### src/rtl/priority_arbiter_pkg.sv
// Shared definitions for the priority_arbiter slice.
//   arb_state_e  : arbiter state encoding (IDLE = no grant, BUSY = one grant held)
//   calc_index_w : binary index width for n requesters, never less than one bit
package priority_arbiter_pkg;

    typedef enum logic {
        IDLE = 1'b0,
        BUSY = 1'b1
    } arb_state_e;

    function automatic int unsigned calc_index_w(input int unsigned n);
        return (n > 1) ? $clog2(n) : 1;
    endfunction

endpackage

### src/rtl/masked_priority_select.sv
// Combinational lowest-index priority selector.
//   req    : candidate vector (already masked by the caller if needed)
//   onehot : one-hot select of the lowest set bit of req, zero if req is zero
//   index  : binary index of the selected bit, zero if req is zero
//   found  : high when req has any bit set
module masked_priority_select
    import priority_arbiter_pkg::*;
#(
    parameter int unsigned WIDTH   = 4,
    parameter int unsigned INDEX_W = calc_index_w(WIDTH)
) (
    input  logic [WIDTH-1:0]   req,
    output logic [WIDTH-1:0]   onehot,
    output logic [INDEX_W-1:0] index,
    output logic               found
);

    always_comb begin
        onehot = '0;
        index  = '0;
        found  = 1'b0;
        for (int i = 0; i < WIDTH; i++) begin
            if (req[i] && !found) begin
                onehot[i] = 1'b1;
                index     = INDEX_W'(i);
                found     = 1'b1;
            end
        end
    end

endmodule

### src/rtl/priority_arbiter.sv
// Registered request/grant arbiter for NO_INPUTS requesters sharing one resource.
// A grant is held while its owner keeps requesting; optional round-robin rotation
// and an optional hold-time limit that forces rotation under contention.
//   clk         : system clock, rising edge
//   reset       : asynchronous active-high reset
//   enable      : arbitration enable, low clears the grant at the next edge
//   request     : per-requester level-sensitive request
//   grant       : registered one-hot grant (or zero)
//   grant_valid : registered OR of grant
//   grant_index : registered binary index of the granted requester, zero when idle
module priority_arbiter
    import priority_arbiter_pkg::*;
#(
    parameter int unsigned NO_INPUTS   = 4,
    parameter int unsigned ROUND_ROBIN = 1,
    parameter int unsigned MAX_HOLD    = 0,
    localparam int unsigned INDEX_W    = calc_index_w(NO_INPUTS)
) (
    input  logic                 clk,
    input  logic                 reset,
    input  logic                 enable,
    input  logic [NO_INPUTS-1:0] request,
    output logic [NO_INPUTS-1:0] grant,
    output logic                 grant_valid,
    output logic [INDEX_W-1:0]   grant_index
);

    arb_state_e           state_q, state_d;
    logic [NO_INPUTS-1:0] grant_q, grant_d;
    logic                 valid_q, valid_d;
    logic [INDEX_W-1:0]   index_q, index_d;
    logic [INDEX_W-1:0]   ptr_q, ptr_d;

    logic                 hold_limit;
    logic                 keep;
    logic [NO_INPUTS-1:0] cand, ptr_mask, cand_masked;
    logic [NO_INPUTS-1:0] sel_m, sel_u, win;
    logic [INDEX_W-1:0]   idx_m, idx_u, win_idx;
    logic                 found_m, found_u, win_found;

    // Holder keeps the grant while enabled, still requesting and not forced off.
    assign keep = (state_q == BUSY) && enable && (|(request & grant_q)) && !hold_limit;

    always_comb begin
        cand = request;
        // A forced rotation must not hand the grant straight back to the holder.
        if (state_q == BUSY && hold_limit) begin
            cand = request & ~grant_q;
        end
        ptr_mask = '0;
        for (int i = 0; i < NO_INPUTS; i++) begin
            ptr_mask[i] = (INDEX_W'(i) >= ptr_q);
        end
        cand_masked = cand & ptr_mask;
    end

    masked_priority_select #(
        .WIDTH   (NO_INPUTS),
        .INDEX_W (INDEX_W)
    ) u_sel_masked (
        .req    (cand_masked),
        .onehot (sel_m),
        .index  (idx_m),
        .found  (found_m)
    );

    masked_priority_select #(
        .WIDTH   (NO_INPUTS),
        .INDEX_W (INDEX_W)
    ) u_sel_unmasked (
        .req    (cand),
        .onehot (sel_u),
        .index  (idx_u),
        .found  (found_u)
    );

    // Masked search covers ptr..N-1; if empty, the unmasked search is the wrap-around.
    always_comb begin
        if (ROUND_ROBIN != 0 && found_m) begin
            win     = sel_m;
            win_idx = idx_m;
        end else begin
            win     = sel_u;
            win_idx = idx_u;
        end
        win_found = found_u;
    end

    always_comb begin
        state_d = state_q;
        grant_d = grant_q;
        index_d = index_q;
        ptr_d   = ptr_q;
        if (!enable) begin
            state_d = IDLE;
            grant_d = '0;
            index_d = '0;
        end else if (!keep) begin
            if (win_found) begin
                state_d = BUSY;
                grant_d = win;
                index_d = win_idx;
                ptr_d   = (win_idx == INDEX_W'(NO_INPUTS - 1)) ? '0 : win_idx + 1'b1;
            end else begin
                state_d = IDLE;
                grant_d = '0;
                index_d = '0;
            end
        end
        valid_d = |grant_d;
    end

    always_ff @(posedge clk or posedge reset) begin
        if (reset) begin
            state_q <= IDLE;
            grant_q <= '0;
            valid_q <= 1'b0;
            index_q <= '0;
            ptr_q   <= '0;
        end else begin
            state_q <= state_d;
            grant_q <= grant_d;
            valid_q <= valid_d;
            index_q <= index_d;
            ptr_q   <= ptr_d;
        end
    end

    if (MAX_HOLD != 0) begin : gen_hold
        localparam int unsigned HOLD_W = $clog2(MAX_HOLD + 1);
        localparam logic [HOLD_W-1:0] HOLD_LAST = HOLD_W'(MAX_HOLD - 1);

        logic [HOLD_W-1:0] hold_cnt_q;
        logic              others_req;

        assign others_req = |(request & ~grant_q);
        assign hold_limit = (state_q == BUSY) && (hold_cnt_q == HOLD_LAST) && others_req;

        // Saturates at HOLD_LAST so a lone holder is never forced off.
        always_ff @(posedge clk or posedge reset) begin
            if (reset) begin
                hold_cnt_q <= '0;
            end else if (enable) begin
                if (keep) begin
                    if (hold_cnt_q != HOLD_LAST) begin
                        hold_cnt_q <= hold_cnt_q + 1'b1;
                    end
                end else if (win_found) begin
                    hold_cnt_q <= '0;
                end
            end
        end
    end else begin : gen_no_hold
        assign hold_limit = 1'b0;
    end

    assign grant       = grant_q;
    assign grant_valid = valid_q;
    assign grant_index = index_q;

endmodule

### config.mk
export PLATFORM = sky130hd
export DESIGN_NAME = priority_arbiter
export DESIGN_NICKNAME = d
export VERILOG_FILES = /design/src/rtl/priority_arbiter_pkg.sv /design/src/rtl/masked_priority_select.sv /design/src/rtl/priority_arbiter.sv
export SDC_FILE = /design/constraint.sdc
export NUM_CORES = 1
export LEC_CHECK = 0
export CORE_AREA = 8 8 45 47
export CTS_BUF_LIST = sky130_fd_sc_hd__clkbuf_8
export CTS_CLUSTER_DIAMETER = 60
export DETAILED_ROUTE_END_ITERATION = 8
export DIE_AREA = 0 0 53 55
export PLACE_DENSITY = 0.71
export SLEW_MARGIN = 20
export SYNTH_ARGS = -nofsm -noshare
export SYNTH_HDL_FRONTEND = slang
export SYNTH_SLANG_ARGS = --single-unit
### constraint.sdc
create_clock -name clk -period 1.7 [get_ports clk]
set_input_delay 0.51 -clock clk [delete_from_list [all_inputs] [get_ports clk]]
set_output_delay 0.51 -clock clk [all_outputs]
set_load 0.05 [all_outputs]
# After elaboration in Yosys (flattened, before gate mapping)
# Cells that the tools add are included.
dict set report word_totals {
  reg_bits 10
  in_bits 7
  output_inout_bits 7
  elab_cells 64
}
dict set report classes {
  add_sub_neg 1
  order_cmp 4
  n_eq_ne 2
  n_mux 32
  n_bitwise 3
  reduce_logical 17
}
# op n
set ops {}
lappend ops {{$mux 1} 19}
lappend ops {{$mux 2} 9}
lappend ops {{$mux 4} 4}
lappend ops {{$and 4x4->4} 2}
lappend ops {{$logic_and 1x1->1} 8}
lappend ops {{$reduce_or 4->1} 2}
lappend ops {{$logic_not 1->1} 6}
lappend ops {{$ge 1x2->1 const A} 2}
lappend ops {{$ge 2x2->1 const A} 2}
lappend ops {{$reduce_and 3->1} 1}
lappend ops {{$add 2x1->2 const B} 1}
lappend ops {{$eq 2x2->1 const B} 1}
lappend ops {{$ne 2x2->1 const B} 1}
lappend ops {{$not 1->1} 1}

# Depth between registers and ports, before layout
# Gate-level depths: netlist (run 1).
dict set report depth {
  word_depth 17
  depth_mapped 6
  depth_no_buf 5
}

# Hierarchy
# Synthesis (run 1) repeated with hierarchy kept, for this count alone.
dict set report hier_totals {
  cells_unflattened 75
  hier_area_um2 693.2
}
# module instances cells_each area_each_um2 seq_area_each_um2
set modules_own_cells {}
lappend modules_own_cells {priority_arbiter 1 53 570.5 250.2}
lappend modules_own_cells {masked_priority_select 2 11 61.3 0.0}

# Worst setup path before layout (run 1)
# No wires, ideal clock.
dict set report synth_timing {
  path_type {reg2reg}
  from {register grant_q[2] (netlist: grant[2])}
  to {register grant_q[1] (netlist: grant[1])}
  setup_time_ps 66
  arrival_time_ps 1445
  required_ps 1634
  setup_slack_ps 189
  path_stages_with_launch 7
  path_buffers 1
  synth_period_minus_slack_ps 1511
  cell_sequence {dfrtp_1 a22oi_1 a21oi_2 buf_4 nand2_1 o31ai_2 and2_1}
}
dict set report synth_via {
  elab_chain_len 5
}
# element line
set synth_rtl {}
lappend synth_rtl {{from (decl)} priority_arbiter.sv:29} ;# logic [NO_INPUTS-1:0] grant_q, grant_d;
lappend synth_rtl {{from (signal assigned)} priority_arbiter.sv:122} ;# grant_q <= grant_d;
lappend synth_rtl {{$and 4x4->4} priority_arbiter.sv:42} ;# assign keep = (state_q == BUSY) && enable && (|(request & grant_q)) && !hold_limit;
lappend synth_rtl {{$reduce_or 4->1} priority_arbiter.sv:42}
lappend synth_rtl {{$logic_and 1x1->1} priority_arbiter.sv:42}
lappend synth_rtl {{$mux 4} priority_arbiter.sv:98} ;# end else if (!keep) begin
lappend synth_rtl {{$mux 4} priority_arbiter.sv:94} ;# if (!enable) begin
lappend synth_rtl {{named net grant_d[1]} priority_arbiter.sv:29}
# The timed path passes the listed nets, and every way through them passes these cells.
# A chain may end at the register's enable or synchronous reset.

# Final worst setup path (run 1)
dict set report layout_timing {
  from {input enable}
  to {register grant_q[1] (netlist: grant[1])}
}
dict set report layout_via {
  elab_chain_len 4
}
# element line
set layout_rtl {}
lappend layout_rtl {{from (decl)} priority_arbiter.sv:21} ;# input logic enable,
lappend layout_rtl {{$logic_and 1x1->1 (2 in a row)} priority_arbiter.sv:42}
lappend layout_rtl {{$mux 4} priority_arbiter.sv:98}
lappend layout_rtl {{$mux 4 (*)} priority_arbiter.sv:94}
lappend layout_rtl {{named net grant_d[1]} priority_arbiter.sv:29}
# The timed path passes the listed nets; every way through them passes the cells marked *.

==> results of run 1 <==
## stage by stage
step                      setup slack (ns)  hold WS [ns]  total power [W]  instance area, um2  instances
final                              0.07850        0.5480         0.001240               924.6         96
after global routing               0.01911        0.5805         0.001302               924.6         96
after CTS                        -0.002726        0.5479         0.001247               914.6         96
after detailed placement           -0.3624        0.5377        0.0009254               848.3         92
after global placement             -0.3700        0.5256        0.0009175               848.3         92
after floorplan                     0.1888        0.3502        0.0006804               568.0         55
## worst max-delay path by stage
stage                    start        to  slack [ns]  cells past startpoint
floorplan             grant[2]  grant[1]        0.19                      6
global placement    request[2]  grant[1]       -0.37                      6
detailed placement  request[0]  grant[1]       -0.36                      6
CTS                 request[1]  grant[1]      -0.003                      6
global route            enable  grant[1]        0.02                      7
finish                  enable  grant[1]        0.08                      6
## final cells by class
cell class                 count  area [um2]  area share
tap                           16       20.02     0.02165
clock buffer                   4       55.05     0.05954
timing repair buffer          22       266.5      0.2882
sequential                    10       250.2      0.2706
multi-input combinational     41       321.6      0.3478
inverter                       3       11.26     0.01218
## routing by layer
| layer | vias to the layer above | global-route usage |
|---|---|---|
| met5 | - | 0 |
| met4 | 0 | 0.1034 |
| met3 | 5 | 0.04011 |
| met2 | 10 | 0.1836 |
| met1 | 237 | 0.1252 |
| li1 | 251 | - |
## where the power goes
group / internal (W) / switching [W] / total, W
Clock: 0.000204 / 0.0000995 / 0.000304
Combinational: 0.000277 / 0.000292 / 0.000569
Sequential: 0.000294 / 0.0000735 / 0.000367
## cell families (layout without fill, tap and decap cells)
logic type,after synthesis,after routing,share of synthesized area
AOI/OAI and AO/OA,18,18,0.2709
xor gates and xnor gates,1,1,0.01542
buffers and inverters,4,29,0.03304
DFF,10,10,0.4405
and+or+nand+nor,22,22,0.2401
## critical path, cell delays in order
cell             delay (ns)
clkdlybuf4s50_1        0.54
nand2_1                0.09
a21oi_2                0.20
buf_4                  0.19
o31ai_2                0.07
and2_1                 0.16
## cells in the mapped netlist, drive strengths merged, types with 2 or more instances
master and instances:
nor2b 5, nor3b 2, nand2 4, nor2 5
a21oi 3, nand2b 2, dfrtp 10, inv 3
a22oi 3, o22ai 2, o41a 2, nor3 2
## cell usage in the layout (no fill, tap or decap), types with 2 or more instances in the layout
| cell type | n |
|---|---|
| buf_4 | 9 |
| clkbuf_8 | 4 |
| a22oi_1 | 2 |
| nor2b_1 | 2 |
| nand2b_1 | 2 |
| clkdlybuf4s50_1 | 2 |
| inv_1 | 2 |
| nand2_1 | 4 |
| nor2b_2 | 3 |
| dlygate4sd2_1 | 3 |
| nor3_2 | 2 |
| a21oi_1 | 2 |
| nor2_1 | 4 |
| buf_12 | 7 |
| nor3b_2 | 2 |
| dfrtp_1 | 10 |
| o41a_1 | 2 |
## sequential cells by signal, indices dropped and copies added (netlist names)
register,cells
grant,4
state_q,1
ptr_q,2
grant_valid,1
grant_index,2
## what timing repair did
| action | 4_1_cts | 5_1_grt |
|---|---|---|
| pin swaps | 1 | 3 |
| gates resized for setup | 7 | 3 |
| setup endpoints to repair | 7 | 6 |
| hold buffers | 0 | 0 |
==> impl_metrics.json, run 1 <==
{
  "status": "completed",
  "wl_um": 1460,
  "cp-end-kind": "register",
  "startpoint_type": "input pin",
  "synth_largest_area_cell": "dfrtp_1",
  "finalSetupTns_ns": 0,
  "synthCells": 55,
  "path_clk_slew_ns": 0.05,
  "core_mm2": 0.001384,
  "numCtsBuffers": 3,
  "maxSlewHeadroom": 0.7312,
  "drc_errors": 0,
  "fillerInstances": 104,
  "maxSlewViolCount": 0,
  "htree_levels": 1,
  "ir_drop_v": 0.0008243,
  "synth_top_area_frac": 0.4405,
  "critPathKind": "input pin to register",
  "port_buffers": 13,
  "finalCriticalPeriod_ns": 1.621,
  "gp_congestion": 0.7759,
  "async_reset_ff_frac": 1.000,
  "postRouteAntennaNets": 0,
  "grt_max_degree": 11,
  "synth_cell_types": 29,
  "start_util": 0.4105,
  "io_pins": 14,
  "via_count": 503,
  "rsz0062_at_grt": "no",
  "worst_pin_slew_ns": 0.4028,
  "vias_per_cell": 5.240,
  "wl_met2_um": 713,
  "area_delta_synth_final_pct": 62.78,
  "hold_viol_final": 0,
  "hold_end": "grant_index[0]",
  "rows": 14,
  "synth-edff-count": 0,
  "top_layer": "met4",
  "reg2reg_from": "grant[2]",
  "cap_violations": 0,
  "worstPathMaxFanout": 5,
  "r2r_setup_slack_ns": 0.32,
  "ys_ff_latch": 10,
  "p_per_area_mw_per_mm2": 1341,
  "wl_met3_um": 86,
  "synth-seq-area-share": 0.4405,
  "n_antenna_cell": 0,
  "layout-drive-gt1-share": 0.4375,
  "hold_depth": 1,
  "holdCritPathClass": "register to register",
  "timing.fmax_mhz": 616.7,
  "power_leakage_nw": 0.4256,
  "grt_overflow": 0,
  "required_ns": 1.83,
  "synth_top_flop_cell": "dfrtp_1",
  "cts.sinks": 10,
  "post-route-util": 0.6682,
  "synth_area_per_cell_um2": 10.33,
  "grt_usage": 0.1176,
  "first_iter_violations": 4,
  "syn_area_um2": 568.0,
  "synth_warnings": 0,
  "worstRegToRegCells": 5,
  "setup_viol": 0,
  "fin_skew_ns": 0.004764,
  "cp.arrival_ns": 1.75,
  "yosys-top-cells-area": "dfrtp_1 44%, nor2b_1 4.4%, nor3b_2 4.4%, a22oi_1 4.0%, o41a_1 4.0%",
  "syn-num-nets": 62,
  "avgRoutedWirePerCell_um": 15.21,
  "firstDrtPassIters": 4,
  "period_share": 0.9538,
  "hold_start": "grant_index[0]",
  "die_area_mm2": 0.002915,
  "dp_hpwl_um": 1108,
  "grt_pass1_vias": 535,
  "die_x_um": 53,
  "cts_tree": "yes",
  "clk_latency_ns": 0.24,
  "grt_pass1_wl_um": 2401,
  "wl_met1_um": 608,
  "timing.rr.end": "grant[3]",
  "clock-root-buffer": "clkbuf_8",
  "grt_antenna_before_repair": 0,
  "clockBufferDepth": 2,
  "die_height_um": 55,
  "post-cts-setup-buffer-count": 0,
  "final_nets": 88
}
Power figures use the tool's default switching activity.
==> run 2: changes to the inputs <==
--- a/config.mk
+++ b/config.mk
@@ -5,12 +5,14 @@
 export SDC_FILE = /design/constraint.sdc
 export NUM_CORES = 1
 export LEC_CHECK = 0
+export CAP_MARGIN = 20
 export CORE_AREA = 8 8 45 47
 export CTS_BUF_LIST = sky130_fd_sc_hd__clkbuf_8
 export CTS_CLUSTER_DIAMETER = 60
 export DETAILED_ROUTE_END_ITERATION = 8
 export DIE_AREA = 0 0 53 55
 export PLACE_DENSITY = 0.71
+export SKIP_LAST_GASP = 1
 export SLEW_MARGIN = 20
 export SYNTH_ARGS = -nofsm -noshare
 export SYNTH_HDL_FRONTEND = slang
==> results of run 2 <==
Same layout as run 1: the final DEF is identical, and so are final timing and power.
Among the figures that moved: number of gates resized after CTS 7 -> 6
